==> src/rtl/servo_pkg.sv <==
// servo_pkg: shared constants and types for the servo command/ramp logic.
//   ANGLE_W           - width of a servo angle / rotation value (8 bits)
//   FRAME_TICKS_50MHZ - clocks in one 20 ms PWM frame at 50 MHz
//   servo_state_e     - ramp controller FSM state encoding
package servo_pkg;

  localparam int ANGLE_W           = 8;
  localparam int FRAME_TICKS_50MHZ = 1000000;

  typedef enum logic {
    S_IDLE = 1'b0,  // rotation equals target, tick counter held at 0
    S_RAMP = 1'b1   // stepping toward target once per tick period
  } servo_state_e;

endpackage

==> src/rtl/servo_ramp_ctrl_if.sv <==
// servo_ramp_ctrl_if: target-angle command channel.
//   cmd_valid - producer offers cmd_angle
//   cmd_ready - consumer can take a command this cycle
//   cmd_angle - requested target angle, unsigned
// Handshake: a command transfers on every rising clk edge where cmd_valid
// and cmd_ready are both high; the producer holds cmd_angle stable while
// cmd_valid is high and not yet accepted.
interface servo_ramp_ctrl_if;
  import servo_pkg::*;

  logic               cmd_valid;
  logic               cmd_ready;
  logic [ANGLE_W-1:0] cmd_angle;

  modport master (output cmd_valid, output cmd_angle, input cmd_ready);
  modport slave  (input cmd_valid, input cmd_angle, output cmd_ready);
endinterface

==> src/rtl/servo_ramp_ctrl_step_tick.sv <==
// servo_step_tick: free-running period counter 0..TICKS-1 that wraps,
// with synchronous clear and count enable. tc_o is high in the cycle the
// counter sits at TICKS-1 while enabled (one pulse per period).
//   clk, rst - clock, synchronous active-high reset (clears the count)
//   clr_i    - force count to 0 (wins over en_i)
//   en_i     - advance the count
//   tc_o     - terminal-count pulse
module servo_step_tick #(
  parameter int TICKS = servo_pkg::FRAME_TICKS_50MHZ
) (
  input  logic clk,
  input  logic rst,
  input  logic clr_i,
  input  logic en_i,
  output logic tc_o
);
  localparam int            CW   = (TICKS > 2) ? $clog2(TICKS) : 1;
  localparam logic [CW-1:0] LAST = CW'(TICKS - 1);

  logic [CW-1:0] cnt_q, cnt_d;

  always_comb begin
    cnt_d = cnt_q;
    if (clr_i)     cnt_d = '0;
    else if (en_i) cnt_d = (cnt_q == LAST) ? '0 : cnt_q + CW'(1);
  end

  always_ff @(posedge clk) begin
    if (rst) cnt_q <= '0;
    else     cnt_q <= cnt_d;
  end

  assign tc_o = en_i && (cnt_q == LAST);
endmodule

==> src/rtl/servo_ramp_ctrl.sv <==
// servo_ramp_ctrl: accepts target angles and slews the PWM driver's
// rotation value toward the target by at most STEP_SIZE every STEP_TICKS.
//   clk, rst     - clock, synchronous active-high reset
//   cmd          - target command channel (slave side)
//   rotation     - current angle to the PWM driver
//   set_rotation - one-cycle load strobe, high the cycle after rotation moves
//   servo_enable - PWM enable, set by the first accepted command
//   busy         - FSM is ramping (rotation differs from target)
//   done         - one-cycle pulse when the target is reached
//   state_dbg    - current FSM state
// Build option: define SERVO_RAMP_LIMIT_EN to clamp accepted targets to
// [MIN_ANGLE, MAX_ANGLE].
module servo_ramp_ctrl
  import servo_pkg::*;
#(
  parameter int STEP_TICKS  = FRAME_TICKS_50MHZ,
  parameter int STEP_SIZE   = 1,
  parameter int RESET_ANGLE = 128,
  parameter int MIN_ANGLE   = 0,
  parameter int MAX_ANGLE   = 255
) (
  input  logic               clk,
  input  logic               rst,
  servo_ramp_ctrl_if.slave   cmd,
  output logic [ANGLE_W-1:0] rotation,
  output logic               set_rotation,
  output logic               servo_enable,
  output logic               busy,
  output logic               done,
  output servo_state_e       state_dbg
);
  localparam logic [ANGLE_W-1:0] RESET_A = ANGLE_W'(RESET_ANGLE);
  localparam logic [ANGLE_W:0]   STEP_W  = (ANGLE_W + 1)'(STEP_SIZE);

  servo_state_e       state_q, state_d;
  logic [ANGLE_W-1:0] target_q, target_d;
  logic [ANGLE_W-1:0] rotation_q, rotation_d;
  logic               set_rot_q, set_rot_d;
  logic               done_q, done_d;
  logic               enable_q, enable_d;

  logic               accept, step, tick_tc;
  logic [ANGLE_W-1:0] cmd_tgt, rot_step, step_amt;
  logic signed [ANGLE_W:0] diff;
  logic [ANGLE_W:0]   mag;

  assign cmd.cmd_ready = !rst;
  assign accept        = cmd.cmd_valid && cmd.cmd_ready;

`ifdef SERVO_RAMP_LIMIT_EN
  localparam logic [ANGLE_W-1:0] MIN_A = ANGLE_W'(MIN_ANGLE);
  localparam logic [ANGLE_W-1:0] MAX_A = ANGLE_W'(MAX_ANGLE);

  always_comb begin
    cmd_tgt = cmd.cmd_angle;
    if (cmd.cmd_angle < MIN_A)      cmd_tgt = MIN_A;
    else if (cmd.cmd_angle > MAX_A) cmd_tgt = MAX_A;
  end
`else
  logic unused_limits;
  assign unused_limits = ^{ANGLE_W'(MIN_ANGLE), ANGLE_W'(MAX_ANGLE)};
  assign cmd_tgt       = cmd.cmd_angle;
`endif

  // The counter only advances while ramping and is cleared on the edge that
  // enters IDLE, so a fresh ramp always starts from 0 while a retarget
  // (state stays RAMP) keeps the step cadence.
  servo_step_tick #(.TICKS(STEP_TICKS)) u_tick (
    .clk   (clk),
    .rst   (rst),
    .clr_i (state_d == S_IDLE),
    .en_i  (state_q == S_RAMP),
    .tc_o  (tick_tc)
  );

  assign step = (state_q == S_RAMP) && tick_tc;

  // Step toward the registered target; limiting the move to |diff| means
  // the result can neither overshoot nor wrap.
  always_comb begin
    diff     = $signed({1'b0, target_q}) - $signed({1'b0, rotation_q});
    mag      = diff[ANGLE_W] ? $unsigned(-diff) : $unsigned(diff);
    step_amt = (mag < STEP_W) ? mag[ANGLE_W-1:0] : STEP_W[ANGLE_W-1:0];
    rot_step = diff[ANGLE_W] ? rotation_q - step_amt : rotation_q + step_amt;
  end

  // A step and an accept on the same edge: the step uses the old target,
  // and arrival is judged against the new one.
  always_comb begin
    state_d    = state_q;
    target_d   = target_q;
    rotation_d = rotation_q;
    set_rot_d  = 1'b0;
    done_d     = 1'b0;
    enable_d   = enable_q || accept;
    if (accept) target_d = cmd_tgt;
    if (step) begin
      rotation_d = rot_step;
      set_rot_d  = 1'b1;
    end
    case (state_q)
      S_IDLE: begin
        if (accept) begin
          if (cmd_tgt != rotation_q) state_d = S_RAMP;
          else                       done_d  = 1'b1;
        end
      end
      S_RAMP: begin
        if (rotation_d == target_d) begin
          state_d = S_IDLE;
          done_d  = 1'b1;
        end
      end
      default: state_d = S_IDLE;
    endcase
  end

  always_ff @(posedge clk) begin
    if (rst) begin
      state_q    <= S_IDLE;
      target_q   <= RESET_A;
      rotation_q <= RESET_A;
      set_rot_q  <= 1'b0;
      done_q     <= 1'b0;
      enable_q   <= 1'b0;
    end else begin
      state_q    <= state_d;
      target_q   <= target_d;
      rotation_q <= rotation_d;
      set_rot_q  <= set_rot_d;
      done_q     <= done_d;
      enable_q   <= enable_d;
    end
  end

  assign rotation     = rotation_q;
  assign set_rotation = set_rot_q;
  assign servo_enable = enable_q;
  assign busy         = (state_q == S_RAMP);
  assign done         = done_q;
  assign state_dbg    = state_q;
endmodule

==> src/flat_wrapper.sv <==
// flat-port wrapper written by rule: the top's interface ports become plain ports
module servo_ramp_ctrl_flat import servo_pkg::*;
#(
  parameter int STEP_TICKS  = FRAME_TICKS_50MHZ,
  parameter int STEP_SIZE   = 1,
  parameter int RESET_ANGLE = 128,
  parameter int MIN_ANGLE   = 0,
  parameter int MAX_ANGLE   = 255
)
  (clk, rst, rotation, set_rotation, servo_enable, busy, done, state_dbg, cmd_cmd_valid, cmd_cmd_angle, cmd_cmd_ready);
  servo_ramp_ctrl_if cmd_i ();
  input  logic clk;
  input  logic rst;
  output logic [ANGLE_W-1:0] rotation;
  output logic set_rotation;
  output logic servo_enable;
  output logic busy;
  output logic done;
  output servo_state_e state_dbg;
  input wire logic [$bits(cmd_i.cmd_valid)-1:0] cmd_cmd_valid;
  input wire logic [$bits(cmd_i.cmd_angle)-1:0] cmd_cmd_angle;
  output wire logic [$bits(cmd_i.cmd_ready)-1:0] cmd_cmd_ready;
  assign cmd_i.cmd_valid = cmd_cmd_valid;
  assign cmd_i.cmd_angle = cmd_cmd_angle;
  assign cmd_cmd_ready = cmd_i.cmd_ready;
  servo_ramp_ctrl #(.STEP_TICKS(STEP_TICKS), .STEP_SIZE(STEP_SIZE), .RESET_ANGLE(RESET_ANGLE), .MIN_ANGLE(MIN_ANGLE), .MAX_ANGLE(MAX_ANGLE)) u_core (.clk(clk), .rst(rst), .cmd(cmd_i), .rotation(rotation), .set_rotation(set_rotation), .servo_enable(servo_enable), .busy(busy), .done(done), .state_dbg(state_dbg));
endmodule
==> config.mk <==
export PLATFORM = sky130hd
export DESIGN_NAME = servo_ramp_ctrl_flat
export DESIGN_NICKNAME = d
export VERILOG_FILES = /design/src/rtl/servo_pkg.sv /design/src/rtl/servo_ramp_ctrl_if.sv /design/src/rtl/servo_ramp_ctrl_step_tick.sv /design/src/rtl/servo_ramp_ctrl.sv /design/src/flat_wrapper.sv
export SDC_FILE = /design/constraint.sdc
export NUM_CORES = 1
export LEC_CHECK = 0
export CORE_MARGIN = 4
export CORE_UTILIZATION = 63
export CTS_CLUSTER_DIAMETER = 150
export DETAILED_ROUTE_END_ITERATION = 7
export GPL_TIMING_DRIVEN = 0
export PLACE_DENSITY = 0.93
export REMOVE_ABC_BUFFERS = 1
export SETUP_SLACK_MARGIN = 0.1
export SYNTH_ARGS = -nofsm -noshare
export SYNTH_HDL_FRONTEND = slang
export SYNTH_SLANG_ARGS = --single-unit
==> constraint.sdc <==
create_clock -name clk -period 10.7 [get_ports clk]
set_clock_uncertainty 0.1 [all_clocks]
set_input_delay 1.07 -clock clk [delete_from_list [all_inputs] [get_ports clk]]
set_output_delay 1.07 -clock clk [all_outputs]
set_load 0.005 [all_outputs]
Word-level counts from Yosys, hierarchy flattened
Index checks and enable logic that the tools add are counted.
{"block": "word_totals", "reg_bits": 40, "in_bits": 11, "out_inout_bits": 14}
{"block": "op_classes", "bitwise": 2, "mux": 15, "n_reduce_logical": 6, "order_cmp": 1, "addsub": 5, "n_eq_ne": 3}
{"operator": "$mux 8", "n": 4}
{"operator": "$add 20x1->20 const B", "n": 1}
{"operator": "$eq 20x20->1 const B", "n": 1}
{"operator": "$mux 20", "n": 1}
{"operator": "$lt 9x1->1 const B", "n": 1}
{"operator": "$mux 9", "n": 1}
{"operator": "$neg 9->9", "n": 1}
{"operator": "$sub 8x8->9", "n": 1}
{"operator": "$add 8x8->8", "n": 1}
{"operator": "$eq 8x8->1", "n": 1}
{"operator": "$ne 8x8->1", "n": 1}
{"operator": "$sub 8x8->8", "n": 1}
{"operator": "$mux 1", "n": 7}
{"operator": "$pmux 1 s2", "n": 2}
{"operator": "$logic_and 1x1->1", "n": 3}
{"operator": "$not 1->1", "n": 2}
{"operator": "$reduce_or 2->1", "n": 1}
{"operator": "$logic_not 1->1", "n": 1}
{"operator": "$logic_or 1x1->1", "n": 1}

Longest topological paths before layout
{"block": "logic_depth", "word_depth": 13, "depth_mapped": 27, "depth_no_buf": 26}

By module
A second synthesis with hierarchy kept.
{"block": "hier_totals", "cells_unflattened": 353, "area_unflattened_um2": 2947.8}
{"module": "servo_ramp_ctrl", "seq_area_each_um2": 400.4, "area_per_inst_um2": 1968.1, "cells_per_inst": 242, "n_inst": 1}
{"module": "servo_step_tick", "seq_area_each_um2": 400.4, "area_per_inst_um2": 979.7, "cells_per_inst": 111, "n_inst": 1}

Least setup slack after synthesis
No wires, ideal clock.
{"block": "synth_timing", "kind": "reg2reg", "start": "register u_core.rotation_q[0] (netlist: u_core.rotation[0])", "end": "register u_core.u_tick.cnt_q[12]", "n_path_buf": 1, "arrival_ns": 5.086, "path_slack_ns": 5.381, "t_required_ns": 10.466, "period_less_slack_ns": 5.319, "stages_incl_launch_ff": 25, "setup_ns": 0.134, "cell_sequence": "dfxtp_1 -> ha_1 -> inv_1 -> fa_1 -> a21o_1 -> a221oi_2 -> o21bai_1 -> a21o_1 -> a2111o_1 -> mux2_2 -> nor2_1 -> and2_1 -> ha_1 -> and2_1 -> fa_1 -> nand2b_1 -> a21oi_1 -> xor2_1 -> xnor2_1 -> nor4_1 -> o211ai_1 -> a22oi_1 -> a21boi_2 -> buf_6 -> nor4_1"}
{"block": "synth_between", "elab_chain_len": 13}
{"item": "start: declaration", "line_no": "servo_ramp_ctrl.sv:37", "source": "logic [ANGLE_W-1:0] rotation_q, rotation_d;"}
{"item": "start signal: assignment", "line_no": "servo_ramp_ctrl.sv:129", "source": "rotation_q <= rotation_d;"}
{"item": "$sub 8x8->9", "line_no": "servo_ramp_ctrl.sv:81", "source": "diff = $signed({1'b0, target_q}) - $signed({1'b0, rotation_q});"}
{"item": "$neg 9->9", "line_no": "servo_ramp_ctrl.sv:82", "source": "mag = diff[ANGLE_W] ? $unsigned(-diff) : $unsigned(diff);"}
{"item": "$mux 9", "line_no": "servo_ramp_ctrl.sv:82"}
{"item": "$lt 9x1->1", "line_no": "servo_ramp_ctrl.sv:83", "source": "step_amt = (mag < STEP_W) ? mag[ANGLE_W-1:0] : STEP_W[ANGLE_W-1:0];"}
{"item": "$mux 8", "line_no": "servo_ramp_ctrl.sv:83"}
{"item": "$add 8x8->8 / $sub 8x8->8 (equally long branches)", "line_no": "servo_ramp_ctrl.sv:84", "source": "rot_step = diff[ANGLE_W] ? rotation_q - step_amt : rotation_q + step_amt;"}
{"item": "$mux 8", "line_no": "servo_ramp_ctrl.sv:84"}
{"item": "$mux 8", "line_no": "servo_ramp_ctrl.sv:97", "source": "if (step) begin"}
{"item": "$eq 8x8->1", "line_no": "servo_ramp_ctrl.sv:109", "source": "if (rotation_d == target_d) begin"}
{"item": "$mux 1", "line_no": "servo_ramp_ctrl.sv:109"}
{"item": "$pmux 1 s2 *", "line_no": "servo_ramp_ctrl.sv:101", "source": "case (state_q)"}
{"item": "$not 1->1 (no source line) *"}
{"item": "$reduce_or 2->1 (no source line) *"}
{"item": "end signal: assignment", "line_no": "servo_ramp_ctrl_step_tick.sv:30", "source": "else cnt_q <= cnt_d;"}
{"item": "end: declaration", "line_no": "servo_ramp_ctrl_step_tick.sv:20", "source": "logic [CW-1:0] cnt_q, cnt_d;"}
Every way passes the cells marked *; elsewhere a longest branch is shown, timed or not.
A chain may end at the register's enable or synchronous reset.

Worst setup path after layout
{"block": "layout_timing", "start": "register u_core.rotation_q[1] (netlist: u_core.rotation[1])", "end": "register u_core.u_tick.cnt_q[4]"}
The elaborated chain is that of the path after synthesis.

==> metrics.yaml <==
status: "complete, no violations"
hold_path.class: "reg -> reg"
setup_violations: 0
ir_drop_uv: 141
fin_crit_sh_pct: 62.4
switchingPower_uw: 111
power_frac_clock_pct: 35.8
synth_top_cell_by_area: "dfxtp_1"
crit_fanout: 22
synth.distinct_cells: 57
fin_crit_ns: 6.68
finalHoldViolCount: 0
num_vias: 2553
r2r.worst_path.cells: 22
async_flop_share_pct: 0
postCtsSetupRepairBufs: 0
wire_per_inst_microns: 16.8
grt_pass1_vias: 2446
tightest_slew_ns: 1.14
antenna_cells: 0
required_ns: 10.73
p_comb_share_pct: 24.0
clock_path_buffers: 2
hpwl_microns: 4870
worstHoldStart: "u_core.servo_enable$_SDFF_PP0_"
avgSynthCellArea_sq_um: 8.66
seqCellArea_sq_um: 801
synth_common_cells: "dfxtp_1, nor2_1, xnor2_1"
drv_cap: 0
synth_cells: 332
min_to: "u_core.servo_enable$_SDFF_PP0_"
synth_seq_cells: 40
h-tree-depth: 2
end_kind: "flop"
worstPathArrival_ns: 6.71
ant_nets: 0
r2r_start: "u_core.rotation[1]$_SDFF_PP0_"
drt_wl_total_microns: 6810
clkTransAtPathRegs_ns: 0.08
yosys.cell_count.top_type: "dfxtp_1"
dr.pass1.iters: 5
setup_tns_ns: 0
yosys_most_used_dff: "dfxtp_1"
p_seq_share_pct: 40.3
switching_share_pct: 28.8
yosys.area.top_type_share_pct: 27.9
start_util_pct: 65.6
ys_warn_count: 0
fin_worst_hold_slack_ns: 0.378
cts_tree: "yes"
cts_made_buffers: 5
antenna_found_initial: 0
grt_usage_pct: 25.7
via_per_inst: 6.32
maxClockFrequency_ghz: 0.150
port_buffers: 24
multi_input_area_sq_um: 1920
grt_max_degree: 31
start_kind: "flop"
rows: 24
grt_pass1_wl_microns: 11400
relSlewSlack_pct: 23.8
r2r-end: "u_core.u_tick.cnt_q[4]$_SDFFE_PP0P_"
die_area_sq_um: 5710
cts_num_sinks: 40
ys_seq_area_share_pct: 27.9
overflow: 0
grt_setup_unrepaired: "false"
internal_power_uw: 274
ctsHoldBuffers: 0
cts_root_buffer: "clkbuf_8"
r2r_slack_ns: 4.02
core_area_sq_um: 4380
nNetsFinal: 382
drc: 0
gp_congestion: 0.911
clock_latency_ns: 0.30
area_delta_synth_final_pct: 11.9
die_h_microns: 75.5
io_pins: 25
drive_gt1_share_pct: 5.68
p_per_area_nw_per_um2: 120
drtIter0Drc: 292
syn_area_sq_um: 2870
synth_edf_count: 0
leakagePower_uw: 0.00124
synth_area_leaders: "dfxtp_1, xnor2_1, ha_1, xor2_1, mux2i_1"
cts_resized: 0
maxSlewViolCount: 0
die_w_microns: 75.5
worst-setup-path-type: "reg -> reg"
nFillCells: 323
hold_path_depth: 2
-- kinds of logic (layout without fill, tap and decap cells) --
logic type                 after synthesis  in the layout  synth area share, %
AOI/OAI and AO/OA                       47             47                 11.7
xor gates and xnor gates                49             49                 14.9
adders and majority gates               20             20                 9.23
buffers and inverters                   28             48                 5.18
DFF                                     40             40                 27.9
muxes                                   20             20                 7.05
other                                    1              1                0.130
and+or+nand+nor                        127            127                 23.9
-- through the flow --
stage / setup WS, ns / instance area, sq um / power [uW] / utilization (%) / cells
after floorplan: 5.13 / 2790 / 223 / - / 320
after global placement: 4.39 / 3090 / 244 / 70.5 / 396
after detailed placement: 4.19 / 3090 / 248 / 70.5 / 396
after CTS: 4.16 / 3220 / 383 / 73.4 / 404
after global routing: 3.61 / 3220 / 402 / 73.4 / 404
final: 4.02 / 3220 / 385 / 73.4 / 404
-- cell usage in the layout, fill, tap and decap left out, types with 3 or more instances in the layout --
cell / synthesis / layout
nand2_1: 24 / 24
and3_1: 3 / 3
a21o_1: 5 / 5
nand2b_1: 5 / 5
clkbuf_8: 0 / 7
o21ai_0: 5 / 5
nand4_1: 6 / 6
xor2_1: 23 / 23
dfxtp_1: 40 / 40
nand3_1: 12 / 12
inv_1: 16 / 16
ha_1: 18 / 18
a21oi_1: 13 / 13
xnor2_1: 26 / 26
nor2b_1: 7 / 7
nor2_1: 36 / 36
nor4_1: 13 / 13
clkdlybuf4s50_1: 0 / 24
nor3_1: 3 / 3
a211oi_1: 4 / 4
mux2i_1: 18 / 18
-- worst max path at each step --
| stage | to | start |
|---|---|---|
| after floorplan | u_core.u_tick.cnt_q[10]$_SDFFE_PP0P_ | u_core.rotation[0]$_SDFF_PP0_ |
| after global placement | u_core.u_tick.cnt_q[10]$_SDFFE_PP0P_ | u_core.rotation[1]$_SDFF_PP0_ |
| after detailed placement | u_core.u_tick.cnt_q[4]$_SDFFE_PP0P_ | u_core.rotation[1]$_SDFF_PP0_ |
| after CTS | u_core.u_tick.cnt_q[4]$_SDFFE_PP0P_ | u_core.rotation[0]$_SDFF_PP0_ |
| after global routing | u_core.u_tick.cnt_q[12]$_SDFFE_PP0P_ | u_core.rotation[1]$_SDFF_PP0_ |
| final | u_core.u_tick.cnt_q[4]$_SDFFE_PP0P_ | u_core.rotation[1]$_SDFF_PP0_ |
-- final cells by class --
| class | instances | share of cell area (%) |
|---|---|---|
| clock buffers | 7 | 2.99 |
| clock inverters | 1 | 0.933 |
| inverters | 16 | 1.87 |
| multi-input cells | 264 | 59.8 |
| flip-flops and latches | 40 | 24.9 |
| well taps | 52 | 2.02 |
| repair buffers | 24 | 7.47 |
-- layer usage --
layer	vias to the layer above	GRT usage, %	wire (microns)
met4	0	8.74	114
li1	1214	-	-
met1	1203	34.0	2960
met2	123	41.5	3190
met3	13	5.80	541
met5	-	0	0
-- power by group through the flow --
stage                     clock [uW]  sequential, uW  combinational, uW
after floorplan                    0             157               66.1
after detailed placement           0             158               89.5
final                            138             155               92.3
after global placement             0             158               85.8
after CTS                        137             155               90.6
after global routing             145             155                101
-- worst max-delay path: stages, from the launching register on --
cell      delay (ns)
dfxtp_1         0.51
inv_1           0.18
fa_1            0.48
a21o_1          0.23
a221oi_2        0.32
o21bai_1        0.12
a21o_1          0.29
a2111o_1        0.40
mux2_2          0.26
nor2_1          0.16
and2_1          0.15
ha_1            0.21
and2_1          0.16
fa_1            0.44
nand2b_1        0.20
a21oi_1         0.17
xor2_1          0.27
xnor2_1         0.10
nor4_1          0.35
o211ai_1        0.17
a22oi_1         0.23
a21boi_2        0.83
nor4_1          0.14
-- flip-flops by register name, indices dropped and copies added (netlist names) --
name	flops
u_core.u_tick.cnt_q	20
u_core.rotation	8
u_core.target_q	8
u_core.busy	1
u_core.done	1
u_core.servo_enable	1
u_core.set_rotation	1
Note: power is estimated with default switching activity, not from simulation.
